[src/rtl/alu_host_sequencer_pkg.sv]
// Shared definitions for the ALU host sequencer.
// ALU op-code encoding, sequencer state encoding, and the per-op counts of
// operand bytes loaded on inbus and result bytes returned on outbus.
package alu_bus_pkg;

  typedef enum logic [1:0] {
    OP_ADD = 2'b00,
    OP_SUB = 2'b01,
    OP_MUL = 2'b10,
    OP_DIV = 2'b11
  } alu_op_e;

  typedef enum logic [2:0] {
    ST_IDLE,
    ST_START,
    ST_LOAD,
    ST_WAIT_END,
    ST_RESPOND
  } seq_state_e;

  // Operand bytes driven in LOAD: x, y (and z for divide).
  function automatic logic [1:0] operand_bytes(input alu_op_e op);
    return (op == OP_DIV) ? 2'd3 : 2'd2;
  endfunction

  // Result bytes expected on outbus while waiting for END.
  function automatic logic [1:0] result_bytes(input alu_op_e op);
    return ((op == OP_MUL) || (op == OP_DIV)) ? 2'd2 : 2'd1;
  endfunction

endpackage

[src/rtl/alu_host_sequencer_if.sv]
// Bus bundle between the host sequencer, its requester and the ALU.
// Request side : req_valid/req_ready handshake with op and operand bytes.
// ALU side     : alu_begin, alu_op_code, alu_inbus out; alu_outbus, alu_end in.
// Response side: rsp_valid/rsp_ready handshake with rsp_data and rsp_timeout.
// modport master: the sequencer. modport slave: the environment around it.
interface alu_host_sequencer_if;
  logic        req_valid;
  logic        req_ready;
  logic [1:0]  req_op;
  logic [7:0]  req_x;
  logic [7:0]  req_y;
  logic [7:0]  req_z;

  logic        alu_begin;
  logic [1:0]  alu_op_code;
  logic [7:0]  alu_inbus;
  logic [7:0]  alu_outbus;
  logic        alu_end;

  logic        rsp_valid;
  logic        rsp_ready;
  logic [15:0] rsp_data;
  logic        rsp_timeout;

  modport master (
    input  req_valid, req_op, req_x, req_y, req_z,
    input  alu_outbus, alu_end,
    input  rsp_ready,
    output req_ready,
    output alu_begin, alu_op_code, alu_inbus,
    output rsp_valid, rsp_data, rsp_timeout
  );

  modport slave (
    output req_valid, req_op, req_x, req_y, req_z,
    output alu_outbus, alu_end,
    output rsp_ready,
    input  req_ready,
    input  alu_begin, alu_op_code, alu_inbus,
    input  rsp_valid, rsp_data, rsp_timeout
  );
endinterface

[src/rtl/alu_host_sequencer_timer.sv]
// WAIT_END watchdog for the ALU host sequencer.
// Ports: clk, reset (async active-low), clr (synchronous clear, wins over en),
//        en (count this cycle), expired (this enabled cycle is the
//        TIMEOUT_CYCLES-th since the last clear).
module alu_host_timer #(
  parameter int unsigned TIMEOUT_CYCLES = 64
) (
  input  logic clk,
  input  logic reset,
  input  logic clr,
  input  logic en,
  output logic expired
);
  localparam logic [7:0] TC_LAST = 8'(TIMEOUT_CYCLES - 1);

  logic [7:0] count_q;
  logic [7:0] count_d;

  always_comb begin
    count_d = count_q;
    if (clr)     count_d = '0;
    else if (en) count_d = count_q + 8'd1;
  end

  always_ff @(posedge clk or negedge reset) begin
    if (!reset) count_q <= '0;
    else        count_q <= count_d;
  end

  // Flags the cycle whose increment takes the count to TIMEOUT_CYCLES, so the
  // abort lands exactly TIMEOUT_CYCLES cycles after entering WAIT_END.
  assign expired = en && !clr && (count_q == TC_LAST);

endmodule

[src/rtl/alu_host_sequencer.sv]
// Bus-side master for the radix-4/SRT-2 ALU.
// Accepts one request (op, x, y, z), pulses alu_begin, loads the operand
// bytes on alu_inbus, collects 1 or 2 result bytes from alu_outbus while
// alu_end is high, and returns a 16-bit response (or a timeout abort).
// Ports: clk, reset (async active-low), bus (alu_host_sequencer_if.master).
// Every bus output is driven straight from a register.
module alu_host_sequencer
  import alu_bus_pkg::*;
#(
  parameter int unsigned TIMEOUT_CYCLES = 64
) (
  input  logic                  clk,
  input  logic                  reset,
  alu_host_sequencer_if.master  bus
);

  seq_state_e  state_q, state_d;
  alu_op_e     op_q, op_d;
  logic [7:0]  x_q, x_d, y_q, y_d, z_q, z_d;
  logic [1:0]  idx_q, idx_d;
  logic [1:0]  cap_q, cap_d;
  logic [7:0]  hi_q, hi_d;

  logic        req_ready_q, req_ready_d;
  logic        begin_q, begin_d;
  logic [1:0]  opc_q, opc_d;
  logic [7:0]  inbus_q, inbus_d;
  logic        rsp_valid_q, rsp_valid_d;
  logic [15:0] rsp_data_q, rsp_data_d;
  logic        rsp_timeout_q, rsp_timeout_d;

  logic        timer_en;
  logic        timer_clr;
  logic        timer_expired;

  assign timer_en  = (state_q == ST_WAIT_END);
  assign timer_clr = !timer_en;

  alu_host_timer #(
    .TIMEOUT_CYCLES(TIMEOUT_CYCLES)
  ) u_timer (
    .clk    (clk),
    .reset  (reset),
    .clr    (timer_clr),
    .en     (timer_en),
    .expired(timer_expired)
  );

  always_comb begin
    state_d       = state_q;
    op_d          = op_q;
    x_d           = x_q;
    y_d           = y_q;
    z_d           = z_q;
    idx_d         = idx_q;
    cap_d         = cap_q;
    hi_d          = hi_q;
    rsp_data_d    = rsp_data_q;
    rsp_timeout_d = rsp_timeout_q;
    begin_d       = 1'b0;
    inbus_d       = '0;

    unique case (state_q)
      ST_IDLE: begin
        if (bus.req_valid && req_ready_q) begin
          op_d    = alu_op_e'(bus.req_op);
          x_d     = bus.req_x;
          y_d     = bus.req_y;
          z_d     = bus.req_z;
          begin_d = 1'b1;
          state_d = ST_START;
        end
      end
      ST_START: begin
        idx_d   = 2'd0;
        inbus_d = x_q;
        state_d = ST_LOAD;
      end
      ST_LOAD: begin
        // inbus already shows byte idx_q; stage the following byte or stop.
        if (idx_q == operand_bytes(op_q) - 2'd1) begin
          cap_d   = 2'd0;
          state_d = ST_WAIT_END;
        end else begin
          idx_d   = idx_q + 2'd1;
          inbus_d = (idx_q == 2'd0) ? y_q : z_q;
        end
      end
      ST_WAIT_END: begin
        if (timer_expired) begin
          rsp_data_d    = '0;
          rsp_timeout_d = 1'b1;
          state_d       = ST_RESPOND;
        end else if (bus.alu_end) begin
          if (cap_q + 2'd1 == result_bytes(op_q)) begin
            if (result_bytes(op_q) == 2'd1)
              rsp_data_d = {{8{bus.alu_outbus[7]}}, bus.alu_outbus};
            else
              rsp_data_d = {hi_q, bus.alu_outbus};
            rsp_timeout_d = 1'b0;
            state_d       = ST_RESPOND;
          end else begin
            hi_d  = bus.alu_outbus;
            cap_d = cap_q + 2'd1;
          end
        end
      end
      ST_RESPOND: begin
        if (bus.rsp_ready) begin
          rsp_timeout_d = 1'b0;
          state_d       = ST_IDLE;
        end
      end
      default: state_d = ST_IDLE;
    endcase

    // Status outputs are registered from the next state so they line up
    // with the state they describe.
    req_ready_d = (state_d == ST_IDLE);
    rsp_valid_d = (state_d == ST_RESPOND);
    opc_d       = (state_d == ST_IDLE) ? 2'b00 : op_d;
  end

  always_ff @(posedge clk or negedge reset) begin
    if (!reset) begin
      state_q       <= ST_IDLE;
      op_q          <= OP_ADD;
      x_q           <= '0;
      y_q           <= '0;
      z_q           <= '0;
      idx_q         <= '0;
      cap_q         <= '0;
      hi_q          <= '0;
      req_ready_q   <= 1'b1;
      begin_q       <= 1'b0;
      opc_q         <= '0;
      inbus_q       <= '0;
      rsp_valid_q   <= 1'b0;
      rsp_data_q    <= '0;
      rsp_timeout_q <= 1'b0;
    end else begin
      state_q       <= state_d;
      op_q          <= op_d;
      x_q           <= x_d;
      y_q           <= y_d;
      z_q           <= z_d;
      idx_q         <= idx_d;
      cap_q         <= cap_d;
      hi_q          <= hi_d;
      req_ready_q   <= req_ready_d;
      begin_q       <= begin_d;
      opc_q         <= opc_d;
      inbus_q       <= inbus_d;
      rsp_valid_q   <= rsp_valid_d;
      rsp_data_q    <= rsp_data_d;
      rsp_timeout_q <= rsp_timeout_d;
    end
  end

  assign bus.req_ready   = req_ready_q;
  assign bus.alu_begin   = begin_q;
  assign bus.alu_op_code = opc_q;
  assign bus.alu_inbus   = inbus_q;
  assign bus.rsp_valid   = rsp_valid_q;
  assign bus.rsp_data    = rsp_data_q;
  assign bus.rsp_timeout = rsp_timeout_q;

endmodule
[src/flat_wrapper.sv]
// flat-port wrapper written by rule: the top's interface ports become plain ports
module alu_host_sequencer_flat import alu_bus_pkg::*;
#(
  parameter int unsigned TIMEOUT_CYCLES = 64
)
  (clk, reset, bus_req_valid, bus_req_op, bus_req_x, bus_req_y, bus_req_z, bus_alu_outbus, bus_alu_end, bus_rsp_ready, bus_req_ready, bus_alu_begin, bus_alu_op_code, bus_alu_inbus, bus_rsp_valid, bus_rsp_data, bus_rsp_timeout);
  alu_host_sequencer_if bus_i ();
  input  logic clk;
  input  logic reset;
  input wire logic [$bits(bus_i.req_valid)-1:0] bus_req_valid;
  input wire logic [$bits(bus_i.req_op)-1:0] bus_req_op;
  input wire logic [$bits(bus_i.req_x)-1:0] bus_req_x;
  input wire logic [$bits(bus_i.req_y)-1:0] bus_req_y;
  input wire logic [$bits(bus_i.req_z)-1:0] bus_req_z;
  input wire logic [$bits(bus_i.alu_outbus)-1:0] bus_alu_outbus;
  input wire logic [$bits(bus_i.alu_end)-1:0] bus_alu_end;
  input wire logic [$bits(bus_i.rsp_ready)-1:0] bus_rsp_ready;
  output wire logic [$bits(bus_i.req_ready)-1:0] bus_req_ready;
  output wire logic [$bits(bus_i.alu_begin)-1:0] bus_alu_begin;
  output wire logic [$bits(bus_i.alu_op_code)-1:0] bus_alu_op_code;
  output wire logic [$bits(bus_i.alu_inbus)-1:0] bus_alu_inbus;
  output wire logic [$bits(bus_i.rsp_valid)-1:0] bus_rsp_valid;
  output wire logic [$bits(bus_i.rsp_data)-1:0] bus_rsp_data;
  output wire logic [$bits(bus_i.rsp_timeout)-1:0] bus_rsp_timeout;
  assign bus_i.req_valid = bus_req_valid;
  assign bus_i.req_op = bus_req_op;
  assign bus_i.req_x = bus_req_x;
  assign bus_i.req_y = bus_req_y;
  assign bus_i.req_z = bus_req_z;
  assign bus_i.alu_outbus = bus_alu_outbus;
  assign bus_i.alu_end = bus_alu_end;
  assign bus_i.rsp_ready = bus_rsp_ready;
  assign bus_req_ready = bus_i.req_ready;
  assign bus_alu_begin = bus_i.alu_begin;
  assign bus_alu_op_code = bus_i.alu_op_code;
  assign bus_alu_inbus = bus_i.alu_inbus;
  assign bus_rsp_valid = bus_i.rsp_valid;
  assign bus_rsp_data = bus_i.rsp_data;
  assign bus_rsp_timeout = bus_i.rsp_timeout;
  alu_host_sequencer #(.TIMEOUT_CYCLES(TIMEOUT_CYCLES)) u_core (.clk(clk), .reset(reset), .bus(bus_i));
endmodule
[config.mk]
export PLATFORM = sky130hd
export DESIGN_NAME = alu_host_sequencer_flat
export DESIGN_NICKNAME = d
export VERILOG_FILES = /design/src/rtl/alu_host_sequencer_pkg.sv /design/src/rtl/alu_host_sequencer_if.sv /design/src/rtl/alu_host_sequencer_timer.sv /design/src/rtl/alu_host_sequencer.sv /design/src/flat_wrapper.sv
export SDC_FILE = /design/constraint.sdc
export NUM_CORES = 1
export LEC_CHECK = 0
export CAP_MARGIN = 30
export CORE_MARGIN = 2
export CORE_UTILIZATION = 52
export DETAILED_ROUTE_END_ITERATION = 10
export GPL_ROUTABILITY_DRIVEN = 0
export MAX_ROUTING_LAYER = met4
export PLACE_DENSITY = 0.78
export SLEW_MARGIN = 15
export SYNTH_ARGS = -nofsm -noshare
export SYNTH_HDL_FRONTEND = slang
export SYNTH_HIERARCHICAL = 1
export SYNTH_SLANG_ARGS = --single-unit
export TNS_END_PERCENT = 5
[constraint.sdc]
create_clock -name clk -period 6 [get_ports clk]
set_input_delay 0.6 -clock clk [delete_from_list [all_inputs] [get_ports clk]]
set_output_delay 0.6 -clock clk [all_outputs]
set_load 0.02 [all_outputs]
==> results of run 1 <==
-- per-layer routing --
layer  GRT usage, %  wire (um)  vias up
met1           26.7       3080     1103
met5              -          0        -
met3           4.47        309       10
met4           9.09        129        0
met2           31.1       3130       55
li1               -          -     1065
-- kinds of logic (layout without fill, tap and decap cells) --
logic type | Yosys count | count (layout)
flip-flops | 79 | 79
AND/OR/NAND/NOR | 55 | 55
AO/OA/AOI/OAI | 53 | 53
multiplexers | 45 | 45
buffers and inverters | 19 | 90
XOR/XNOR | 6 | 6
adder cells (fa/ha/maj) | 2 | 2
-- cell usage after synthesis, types with 3 or more instances --
master and n:
a211o_1 3, a21oi_1 13, a22o_2 8, buf_1 3, buf_4 5, buf_6 3
dfrtp_1 78, inv_1 3, mux2_2 33, mux2i_1 10, nand2_1 16, nand4_1 3
nor2_1 11, nor2b_1 4, o21ai_0 4, o21ai_1 9, o2bb2ai_1 9, xor2_1 3
-- flip-flops by register name, indices dropped and copies added (netlist names), 2 cells and up --
| signal | cells |
|---|---|
| u_core/bus.rsp_data | 16 |
| u_core/bus.alu_inbus | 8 |
| u_core/hi_q | 8 |
| u_core/u_timer/count_q | 8 |
| u_core/x_q | 8 |
| u_core/y_q | 8 |
| u_core/z_q | 8 |
| u_core/state_q | 3 |
| u_core/bus.alu_op_code | 2 |
| u_core/cap_q | 2 |
| u_core/idx_q | 2 |
| u_core/op_q | 2 |
-- per-stage QoR --
| step | instances | hold slack (ps) | cell area (um2) |
|---|---|---|---|
| 6_report | 407 | 208 | 4320 |
| 5_1_grt | 407 | 237 | 4320 |
| 4_1_cts | 405 | 431 | 4300 |
| 3_5_place_dp | 389 | 478 | 4090 |
| 3_3_place_gp | 389 | 466 | 4090 |
| 2_1_floorplan | 259 | 304 | 3420 |
-- path summary, 6_finish.rpt --
path	startpoint	to
max	u_core/state_q[0]	u_core/bus.rsp_data[7]
min	reset	u_core/bus.alu_inbus[2]
max reg2reg	u_core/state_q[0]	u_core/bus.rsp_data[7]
min reg2reg	u_core/x_q[0]	u_core/bus.alu_inbus[0]
max in group asynchronous	reset	u_core/bus.req_ready
min in group clk	u_core/x_q[0]	u_core/bus.alu_inbus[0]
-- power breakdown --
group / internal [mW] / switching (mW)
clock: 0.217 / 0.191
combinational: 0.438 / 0.394
sequential: 0.751 / 0.148
total: 1.41 / 0.734
-- final cells by class --
type                    count  area share [%]
well taps                  77            2.23
inverters                   4           0.347
clock buffers              12            3.59
repair buffers             70            16.3
clock inverters             4            1.22
multi-input cells         161            30.6
flip-flops and latches     79            45.8
-- worst max-delay path, cell delays in order, from the launching register on --
cell and delay, ps:
dfrtp_1 570, nand3b_4 220, inv_2 290, nand4_4 130, or2_4 250, nor4_1 370, clkbuf_2 240, nor2_1 80
and2_1 280, a22o_2 250
==> flow_summary.toml, run 1 <==
[outcome]
status = "finished clean"

[synth]
synthArstFlopShare_pct = 100
synth_compound_area_share_pct = 11.8
synthAdderAreaFrac_pct = 0.733
synth_mux_area_share_pct = 14.7
yosysTopAreaCellShare_pct = 57.1
synth_top_family_by_area = "multiplexers"
synthCells = 259
syn_avg_cell_area_um2 = 13.2
ys_seq_elements = 79
synth_top_cell_by_area = "dfrtp_1"
synth-edff-count = 0
synth_top_flop_cell = "dfrtp_1"
synth_area_um2 = 3420
synth_cell_types = 49
synth_seq_area_share_pct = 57.9
synthSimpleGateAreaFrac_pct = 9.74
synth_xor_area_share_pct = 1.76
synth_area_leaders = "dfrtp_1 (57%), mux2_2 (11%), mux2i_1 (2.9%)"
syn_nets = 300
yosysWarnings = 6

[worst_setup_path]
rrSetupSlack_ps = 3190
cp-start-kind = "flop"
r2r_cells = 9
end_kind = "flop"
crit_type = "flop to flop"
worstPathRequired_ps = 6240
arrival_ps = 3050
crit_fanout = 14

[sta]
setup_viol = 0
clock_skew_ps = 7.91
fmax_mhz = 356
finalWorstSetupSlack_ps = 3190
fin_crit_sh_pct = 46.8
slew_headroom_pct = 63.8
hold_violations = 0
slew_viol_final = 0
tightest_slew_ps = 542
setup_tns_ps = 0
period_minus_slack_ps = 2810
rsz0062_at_grt = "false"

[grt]
gr-total-overflow = 0
grt.total_usage_pct = 20.5
grt_pass1_vias = 2315
antenna_found_initial = 0
grt_pass1_wl_um = 11200
grt_max_degree = 80

[finish]
ff_latch_area_um2 = 1980
nets = 366
multiInputGateArea_um2 = 1320
drive_gt1_share_pct = 22.4
fillerInstances = 464
syn_to_final_growth_pct = 26.6
diodes = 0
layout_common_cells = "dfrtp_1 (78), clkdlybuf4s50_1 (67), mux2_2 (33), nand2_1 (16), a21oi_1 (13)"
mostFrequentLayoutCell = "dfrtp_1"
fin_util_pct = 68.1

[cts]
cts_root_buf = "clkbuf_8"
post_cts_resized = 0
htree_levels = 3
clk_latency_ps = 350
tritoncts = "yes"
clk_pin_slew_ps = 80
post_cts_buffers = 0
numCtsBuffers = 9
cts_max_path_buffers = 2
cts_sinks = 79
ctsHoldBuffers = 0

[drt]
wirelength_um = 6650
post_drt_wl_per_cell_um = 16.3
routed_via_density = 5.49
ant_nets = 0
drt_iter0_drc = 86
drc = 0
firstDrtPassIters = 4
via_count = 2233

[floorplan]
coreArea_um2 = 6350
start_util_pct = 53.8
chipHeight_um = 85.1
ioPinCount = 69
die-area_um2 = 7230
rows = 29
die_w_um = 85.1

[power_and_ir_drop]
vdd.ir_drop.worst_mv = 0.289
power_mw = 2.14
power_density_nw_per_um2 = 495
leakagePower_nw = 1.90

[place]
hpwl_um = 4520
port_buffers = 68
pre_cts_slack_ps = 2810

[worst_hold_path]
hp-class = "input port to asynchronous set/reset pin"

[flow_run]
maxCapViolations = 0
Power figures use the tool's default switching activity.
==> inputs of run 2 (changes only) <==
CORE_UTILIZATION = 46   (was 52)
PLACE_DENSITY = 0.73   (was 0.78)
clock period = 2.3 ns   (was 6 ns; I/O delays follow)
==> run 2 against run 1 <==
Sequential cell count unchanged; sequential power rose to 2.5 times the previous value; critical path type unchanged; clock skew up 3.0 ps.
==> flow_summary.toml, run 2 (synthesized netlist as in run 1, its figures left out) <==
[worst_setup_path]
r2r-end = "u_core/bus.rsp_data[6]"
crit_type = "flop to flop"
rrSetupSlack_ps = 180
cp-start-kind = "flop"
arrival_ps = 2350
worstPathRequired_ps = 2540
end_kind = "flop"
r2r_cells = 7
rr_startpoint = "u_core/u_timer/count_q[0]"
crit_fanout = 9

[cts]
cts_max_path_buffers = 2
htree_levels = 3
clk_pin_slew_ps = 90
numCtsBuffers = 9
cts_sinks = 79
clk_latency_ps = 350
tritoncts = "yes"
cts_root_buf = "clkbuf_8"

[place]
hpwl_um = 4840
port_buffers = 68
pre_cts_slack_ps = 209

[grt]
antenna_found_initial = 0
grt.total_usage_pct = 18.2
grt_pass1_vias = 2347
gr-total-overflow = 0
grt_pass1_wl_um = 11400
grt_max_degree = 50

[sta]
tightest_slew_ps = 599
slew_viol_final = 0
fmax_mhz = 472
finalWorstSetupSlack_ps = 183
slew_headroom_pct = 60.0
rsz0062_at_grt = "false"
setup_viol = 0
fin_crit_sh_pct = 92.0
period_minus_slack_ps = 2120
clock_skew_ps = 10.9
hold_slack_ps = 359
hold_violations = 0

[drt]
wirelength_um = 6870
firstDrtPassIters = 4
post_drt_wl_per_cell_um = 15.7
ant_nets = 0
routed_via_density = 5.24
via_count = 2295
drc = 0
drt_iter0_drc = 83

[finish]
drive_gt1_share_pct = 25.1
largest_reg_flops = 16
ff_latch_area_um2 = 1980
multiInputGateArea_um2 = 1370
layout_common_cells = "dfrtp_1 (78), clkdlybuf4s50_1 (67), mux2_2 (25), nand2_1 (16), a21oi_1 (13)"
mostFrequentLayoutCell = "dfrtp_1"
fillerInstances = 588
syn_to_final_growth_pct = 31.3
nets = 375
diodes = 0

[power_and_ir_drop]
p_sw_mw = 1.98
power_mw = 5.80
p_int_mw = 3.83
swShare_pct = 34.1
leakagePower_nw = 1.98
pwr-share-comb_pct = 41.1
power_density_nw_per_um2 = 1290
vdd.ir_drop.worst_mv = 0.608
seqPwrFrac_pct = 39.5
pwr-share-clk_pct = 19.4

[flow_run]
maxCapViolations = 0

[floorplan]
rows = 31
coreArea_um2 = 7210
chipHeight_um = 90.2
ioPinCount = 69
start_util_pct = 47.3
die_w_um = 90.2
die-area_um2 = 8130

[worst_hold_path]
hp-class = "input port to asynchronous set/reset pin"

[outcome]
status = "finished clean"
run 2: cell count changes in the layout (fill, tap and decap cells not counted), moves of 2 or more:
cell	previous run	this run
mux2_2	33	25
buf_4	1	10
mux2_4	2	10
clkbuf_8	11	9
run 2: metal layers:
metal | wire (um) | vias to the layer above | part of all wire, % | global-route usage, %
met5 | 0 | - | 0 | -
met4 | 78 | 0 | 1.1 | 6.15
met3 | 377 | 6 | 5.5 | 5.20
met2 | 3280 | 62 | 48 | 28.6
met1 | 3140 | 1146 | 46 | 22.8
li1 | - | 1081 | - | -
run 2: timing repair:
action / 4_1_cts / 5_1_grt
gates resized for setup: 0 / 0
hold buffers: 1 / 0
setup buffers: 0 / 0
hold endpoints to repair: 30 / 0
run 2: worst max-delay path, stage by stage, from the launching register on:
cell	delay, ps
dfrtp_1	410
ha_1	230
nand4_4	110
or2_4	280
nor4_4	280
nor2_1	120
and2_1	300
a22o_2	260
run 2: final cells by class:
type,count,area share [%]
clock buffers,9,2.76
clock inverters,7,2.12
inverters,4,0.391
multi-input cells,161,30.6
flip-flops and latches,79,44.1
well taps,99,2.76
repair buffers,79,17.3
run 2: through the flow:
| stage | util (%) | std cells | TNS, ps | cell area [um2] |
|---|---|---|---|---|
| 2_1_floorplan | - | 259 | -704 | 3480 |
| 3_3_place_gp | 59.0 | 421 | 0 | 4260 |
| 5_1_grt | 62.2 | 438 | 0 | 4480 |
| 4_1_cts | 62.2 | 438 | 0 | 4480 |
| 3_5_place_dp | 59.0 | 421 | 0 | 4260 |
| 6_report | 62.2 | 438 | 0 | 4480 |
run 2: power by group through the flow:
stage | combinational, mW | clock [mW] | sequential [mW]
floorplan | 1.38 | 0 | 2.49
global placement | 2.33 | 0 | 2.30
detailed placement | 2.40 | 0 | 2.32
CTS | 2.41 | 1.15 | 2.30
global route | 2.58 | 1.20 | 2.37
finish | 2.38 | 1.13 | 2.29
run 2: worst max path at each step:
stage                                   start                endpoint  slack (ps)  depth (start not counted)
finish              u_core/u_timer/count_q[0]  u_core/bus.rsp_data[6]         180                          7
global route        u_core/u_timer/count_q[0]  u_core/bus.rsp_data[6]          50                          7
CTS                 u_core/u_timer/count_q[0]  u_core/bus.rsp_data[6]         170                          7
detailed placement  u_core/u_timer/count_q[0]  u_core/bus.rsp_data[6]         210                          7
global placement    u_core/u_timer/count_q[0]         u_core/cap_q[0]         260                          8
floorplan                   u_core/state_q[2]          u_core/hi_q[0]         -50                         10
